==> config.mk <==
export PLATFORM = sky130hd
export DESIGN_NAME = esn_run_ctrl
export DESIGN_NICKNAME = d
export VERILOG_FILES = /design/src/rtl/esn_ctrl_pkg.sv /design/src/rtl/esn_wrap_det.sv /design/src/rtl/esn_run_ctrl.sv
export SDC_FILE = /design/constraint.sdc
export NUM_CORES = 1
export LEC_CHECK = 0
export BUFFER_PORTS_ARGS = -buffer_cell sky130_fd_sc_hd__buf_4
export CORE_MARGIN = 2
export CORE_UTILIZATION = 58
export CTS_CLUSTER_DIAMETER = 60
export DETAILED_ROUTE_END_ITERATION = 8
export GPL_ROUTABILITY_DRIVEN = 0
export PLACE_DENSITY = 0.81
export SLEW_MARGIN = 40
export SYNTH_ARGS = -nofsm -noshare
export SYNTH_HDL_FRONTEND = slang
export SYNTH_SLANG_ARGS = --single-unit
==> constraint.sdc <==
create_clock -name clk -period 4.3 [get_ports clk]
set_clock_uncertainty 0.15 [all_clocks]
set_input_delay 0.215 -clock clk [delete_from_list [all_inputs] [get_ports clk]]
set_output_delay 0.215 -clock clk [all_outputs]
set_load 0.005 [all_outputs]
==> src/rtl/esn_ctrl_pkg.sv <==
// Shared definitions for the ESN run sequencer: state encoding and default timing constants.
package esn_ctrl_pkg;

  typedef enum logic [2:0] {
    IDLE      = 3'd0,
    RES_RST   = 3'd1,
    RDOUT_DLY = 3'd2,
    TRAIN     = 3'd3,
    RUN       = 3'd4,
    DONE      = 3'd5,
    ERR       = 3'd6
  } state_t;

  localparam int DEF_TIMEOUT    = 1024;
  localparam int DEF_RST_CYCLES = 6;

  function automatic logic is_busy(input state_t s);
    return (s == RES_RST) || (s == RDOUT_DLY) || (s == TRAIN) || (s == RUN);
  endfunction

endpackage

==> src/rtl/esn_wrap_det.sv <==
// Registers the reservoir train-data address and flags the top-to-zero wrap that ends an epoch.
module esn_wrap_det #(
  parameter int ADDR_W = 6
) (
  input  logic              clk,
  input  logic              rst_n,
  input  logic [ADDR_W-1:0] addr,
  output logic              wrap
);

  logic [ADDR_W-1:0] addr_q;

  always_ff @(posedge clk or negedge rst_n) begin
    if (!rst_n) addr_q <= '0;
    else        addr_q <= addr;
  end

  // Only a genuine last-to-first step counts; jumps from other addresses to zero do not.
  assign wrap = (addr_q == '1) && (addr == '0);

endmodule

==> src/rtl/esn_run_ctrl.sv <==
// ESN run sequencer: timed reservoir reset, delayed readout reset, epoch training, then
// readout-enabled evaluation with a data_valid watchdog.
module esn_run_ctrl
  import esn_ctrl_pkg::*;
#(
  parameter int ADDR_W     = 6,
  parameter int RST_CYCLES = DEF_RST_CYCLES,
  parameter int EPOCH_W    = 8,
  parameter int EVAL_W     = 16,
  parameter int TIMEOUT    = DEF_TIMEOUT
) (
  input  logic               clk,
  input  logic               rst_N,
  input  logic               start,
  input  logic               abort,
  input  logic [EPOCH_W-1:0] cfg_epochs,
  input  logic [3:0]         cfg_rdout_dly,
  input  logic [EVAL_W-1:0]  cfg_n_eval,
  input  logic [ADDR_W-1:0]  data_addr,
  input  logic               rdout_valid,
  output logic               res_rst_N,
  output logic               rdout_rst_N,
  output logic               rdout_ce,
  output logic               busy,
  output logic [2:0]         state_o,
  output logic [EPOCH_W-1:0] epoch_cnt,
  output logic [EVAL_W-1:0]  eval_cnt,
  output logic               done,
  output logic               err
);

  localparam int TMR_W = ($clog2(RST_CYCLES) > 4) ? $clog2(RST_CYCLES) : 4;
  localparam int WD_W  = $clog2(TIMEOUT + 1);

  state_t             state, state_n;
  logic [TMR_W-1:0]   tmr, tmr_n;
  logic [WD_W-1:0]    wd, wd_n;
  logic [EPOCH_W-1:0] epochs_q, ep_inc;
  logic [3:0]         dly_q;
  logic [EVAL_W-1:0]  n_eval_q, ev_inc;
  logic               wrap, start_run;

  esn_wrap_det #(.ADDR_W(ADDR_W)) u_wrap (
    .clk   (clk),
    .rst_n (rst_N),
    .addr  (data_addr),
    .wrap  (wrap)
  );

  always_comb begin
    ep_inc  = (epoch_cnt == '1) ? epoch_cnt : epoch_cnt + 1'b1;
    ev_inc  = (eval_cnt == '1) ? eval_cnt : eval_cnt + 1'b1;
    state_n = state;
    case (state)
      IDLE:      if (start) state_n = RES_RST;
      RES_RST:   if (tmr == TMR_W'(RST_CYCLES - 1)) state_n = RDOUT_DLY;
      RDOUT_DLY: if (tmr == TMR_W'(dly_q)) state_n = (epochs_q == '0) ? RUN : TRAIN;
      TRAIN:     if (wrap && (ep_inc == epochs_q)) state_n = RUN;
      RUN: begin
        if (rdout_valid) begin
          if ((n_eval_q != '0) && (ev_inc == n_eval_q)) state_n = DONE;
        end else if (wd == WD_W'(TIMEOUT - 1)) begin
          state_n = ERR;
        end
      end
      DONE, ERR: if (start) state_n = RES_RST;
      default:   state_n = start ? RES_RST : IDLE;
    endcase
    if (abort) state_n = IDLE;

    // Timers restart on every state change; the watchdog also restarts on each valid.
    tmr_n     = (state_n != state) ? '0 : tmr + 1'b1;
    wd_n      = ((state_n != state) || rdout_valid) ? '0 : wd + 1'b1;
    start_run = (state_n == RES_RST) && (state != RES_RST);
  end

  always_ff @(posedge clk or negedge rst_N) begin
    if (!rst_N) begin
      state       <= IDLE;
      tmr         <= '0;
      wd          <= '0;
      epochs_q    <= '0;
      dly_q       <= '0;
      n_eval_q    <= '0;
      epoch_cnt   <= '0;
      eval_cnt    <= '0;
      res_rst_N   <= 1'b0;
      rdout_rst_N <= 1'b0;
      rdout_ce    <= 1'b0;
      busy        <= 1'b0;
      done        <= 1'b0;
      err         <= 1'b0;
    end else begin
      state <= state_n;
      tmr   <= tmr_n;
      wd    <= wd_n;
      if (start_run) begin
        epochs_q  <= cfg_epochs;
        dly_q     <= cfg_rdout_dly;
        n_eval_q  <= cfg_n_eval;
        epoch_cnt <= '0;
        eval_cnt  <= '0;
      end else begin
        if (wrap && ((state == TRAIN) || (state == RUN))) epoch_cnt <= ep_inc;
        if (rdout_valid && (state == RUN))                 eval_cnt  <= ev_inc;
      end
      // Outputs follow the next state so they line up with state_o.
      res_rst_N   <= (state_n == RDOUT_DLY) || (state_n == TRAIN) || (state_n == RUN) ||
                     (state_n == DONE) || (state_n == ERR);
      rdout_rst_N <= (state_n == RDOUT_DLY) ? (tmr_n == TMR_W'(dly_q)) :
                     ((state_n == TRAIN) || (state_n == RUN) || (state_n == DONE));
      rdout_ce    <= (state_n == RUN);
      busy        <= is_busy(state_n);
      done        <= (state_n == DONE) && (state != DONE);
      err         <= (state_n == ERR);
    end
  end

  assign state_o = state;

endmodule

==> results by stage <==
Global route:
- The via count of the first global-routing pass is about 4600.
- The largest net degree at the start of global routing is 83.
- The global router's overall resource usage is 0.286.
- The wire length of the first global-routing pass is 22.1 mm.
- The initial antenna violation count is 0.
- The global route total overflow is 0.

Run status:
- The run finished with clean final reports.

Synthesis:
- The dominant register cell in the synthesized netlist is sky130_fd_sc_hd__dfrtp_1.
- The share of synthesized area occupied by flip-flops and latches is 0.403.
- During synthesis, Yosys emitted a total of 0 warnings.
- The flip-flop and latch count after synthesis is 82.
- The total standard cell area after synthesis is just over 5000 µm².
- Each instance of the synthesized netlist takes up on average between 9 and 10 µm².
- The cell count after synthesis came out at around 540.
- Synthesis produced a netlist with a net count of roughly 580.
- The proportion of netlist area held by the largest area contributor is 0.403.
- Of all cell types, the one taking the most synthesized area is sky130_fd_sc_hd__dfrtp_1.
- Sorting the synthesized cells by area gives the leading types as sky130_fd_sc_hd__dfrtp_1 (40%), sky130_fd_sc_hd__xnor2_1 (5.3%), sky130_fd_sc_hd__mux2_1 (5.3%).
- In this run, synthesis inferred 0 flip-flops with an integrated enable.
- The fraction of registers with async set or reset after synthesis is 1.00.
- The number of library cell types mapped by synthesis is 67.

Cells and area:
- The top cell types in the final layout, fill and taps aside, are sky130_fd_sc_hd__dfrtp_1 (82), sky130_fd_sc_hd__buf_4 (77), sky130_fd_sc_hd__nor2_1 (67).
- Fill cells in the final layout number 613.
- The sequential cell area in the final layout is between 2000 and 2500 µm².
- For this run, the post-layout net count is around 670.
- The number of inserted diodes is 0.
- The library cell used most frequently in the layout, excluding fill and tap cells, is sky130_fd_sc_hd__dfrtp_1.
- The fraction of layout cells with a size suffix above 1 is 0.185.
- Summing all non-filler instances in the final layout gives an area of approximately 6200 µm².
- The layout overhead on the synthesized area is 22.4%.
- Summing all multi-input logic gate instances after layout gives roughly 2800 µm².

Worst setup path:
- Traced cell by cell, the critical path runs through dlygate4sd3_1 -> buf_4 -> or4_1 -> nor3_1 -> o41ai_1 -> a2111oi_0 -> and4b_1 -> o21ai_1 -> nand3b_2 -> nand2_1 -> a211oi_4 -> buf_12 -> mux2_2.
- The worst setup path is captured at a flop.
- The data arrival time of the worst path is a little over 4000 ps.
- In this run the worst path has a maximum fanout of 52.
- The type of the worst setup path is input pin to flop.
- The slowest cell on the critical path is sky130_fd_sc_hd__dlygate4sd3_1.
- Measured in cells, the most critical reg-to-reg path has a length of 11.
- At the worst endpoint, the required time is around 4400 ps.
- The kind of start point of the critical path is an input pin.
- On the worst path, the slowest cell contributes a delay of between 500 and 600 ps.

Hold path:
- The kind of path behind the tightest hold check is input pin to flop.
- The worst hold path passes through 3 cells.

Clocking:
- Clock-pin slew was measured on the worst setup and hold paths at around 90 ps.
- The hold buffer count at CTS is 35.
- The buffers inserted during post-CTS setup optimization is 0.
- TritonCTS created 9 clock buffers.
- The clock root buffer is sky130_fd_sc_hd__clkbuf_8.
- The number of buffers on the longest clock path is 2.
- The post-cts repair resize count is 0.
- Clock latency on the worst-skew pair, taken at its later pin, is 360 ps.
- The H-tree depth is 3.
- The clock tree from TritonCTS is yes.
- The number of clock sinks is 82.

Floorplanning:
- The total I/O pin count is about 70.
- The total number of placement rows is 34.
- The floorplan core area is ~8600 µm².
- The die area is approximately 9500 µm².
- The die height is a little under 100 µm.
- For this configuration, the core starts out at a cell density of 0.592.
- The die width is approximately 98 µm.

Detailed routing:
- Wires add up to around 14 mm.
- The vias after detailed routing is 4739.
- After detailed routing, the number of remaining DRC violations is 0.
- The final routed wire length divided by cell count is 18.3 µm.
- The first-pass iteration count of the detailed router is 5.
- The count of nets left with antenna violations once routing finished came out at 0.
- For this block, the initial DRC count from the detailed router was 382.
- The routed via count divided by cell count is between 6 and 7.

Placement:
- The count of buffers added on input and output ports is 71.
- The placement-stage cell area is 5660 µm².
- Detailed placement finished with a half-perimeter wire length of between 9 and 10 mm.

STA:
- The post-layout minimum cycle time is 4010 ps.
- The pin slew with the least headroom to its limit is ~650 ps.
- The final max-slew violation count is 0.
- In this run the tightest slew margin relative to its limit is 0.564.
- Setup repair after global routing left no endpoint under its margin.
- Setup violations remaining at the end of the flow were counted as 0.
- Timing would allow up to ~250 MHz.
- The number of hold violations in the final report is 0.
- The final-layout setup total negative slack is 0 ps.
- Of the available clock period, the critical path in the final layout requires 0.934.

Pwr:
- Across the VDD grid, the largest voltage drop is approximately 0.27 mV.
- Summed over all cells, the static leakage comes to approximately 2.6 nW.
- Dividing total power by cell area gives a power density of 355 nW/µm².

Run:
- The number of violations of the max-capacitance limit is 0.
## critical path, delay by kind of cell
family	cells	cell delay, ps
AND/OR/NAND/NOR	5	1630
buffers and inverters	3	970
AO/OA/AOI/OAI	4	870
multiplexers	1	380
## Yosys cell counts (all sizes together) (3+ instances only)
cell	instances
a21oi	20
nor2	67
nand2b	5
mux2	31
nor2b	3
mux2i	7
a211oi	4
a311oi	5
clkbuf	8
and4	9
and3	7
o211ai	3
nor3	18
nand3b	4
ha	5
o21a	3
buf	24
o31ai	3
xnor2	31
nand4	15
dfrtp	82
nand2	30
a31oi	7
or2	3
inv	14
o21ai	19
or3	5
xor2	24
nor4	21
o2111ai	3
nand3	24
## routing by layer
| layer | up-vias | track usage | part of all wire |
|---|---|---|---|
| met3 | 54 | 0.0489 | 0.078 |
| met5 | - | 0 | 0 |
| met4 | 0 | 0.120 | 0.033 |
| li1 | 2132 | - | - |
| met2 | 273 | 0.469 | 0.48 |
| met1 | 2280 | 0.377 | 0.41 |
## state kept, by name (all words and copies together), names as in the netlist, 3 cells and up
register       count
state_o            3
dly_q              4
tmr                4
epoch_cnt          8
wd                11
eval_cnt          16
epochs_q           8
u_wrap.addr_q      6
n_eval_q          16
## layout make-up
class / instances / share of cell area
timing repair buffer: 114 / 0.155
clock inverter: 6 / 0.0143
tap: 108 / 0.0217
sequential: 82 / 0.330
clock buffer: 10 / 0.0205
inverter: 14 / 0.00844
multi-input combinational: 407 / 0.451
## stage by stage
stage / power [mW] / setup slack (ps) / cells / utilization / hold slack [ps]
floorplan: 1.38 / 886 / 535 / - / -231
global placement: 1.52 / 525 / 690 / 0.658 / 182
detailed placement: 1.55 / 370 / 690 / 0.658 / 170
CTS: 2.20 / 338 / 741 / 0.724 / 44.6
global route: 2.31 / 11.4 / 741 / 0.724 / 65.2
finish: 2.21 / 286 / 741 / 0.724 / 62.9
## report_power, final
group	leakage [nW]	total (mW)	internal [mW]	switching, mW
clock	0.103	0.632	0.329	0.303
combinational	1.46	0.535	0.273	0.262
sequential	1.06	1.04	0.887	0.156
## path summary, 6_finish.rpt
kind                                            endpoint  slack, ps                     from
max in group asynchronous        n_eval_q[6]$_DFFE_PN0P_       3240                    rst_N
min in group asynchronous                 busy$_DFF_PN0_        290                    rst_N
worst min register to register           wd[0]$_DFF_PN0_        400          wd[0]$_DFF_PN0_
worst max register to register  n_eval_q[15]$_DFFE_PN0P_        320  eval_cnt[1]$_DFFE_PN0P_
worst min-delay path                state_o[0]$_DFF_PN0_         60                    start
worst max-delay path            n_eval_q[15]$_DFFE_PN0P_        290             data_addr[0]
## cells by family (layout without fill, tap and decap cells)
kind of cell,Yosys count,in the layout,synth area share
compound gates,89,89,0.125
mux,38,38,0.0824
buf+inv,46,144,0.0448
simple gates,220,220,0.237
xor+xnor,55,55,0.0947
flops,82,82,0.403
fa+ha+maj,5,5,0.0123
No activity file was read; power rests on OpenSTA's default activity.
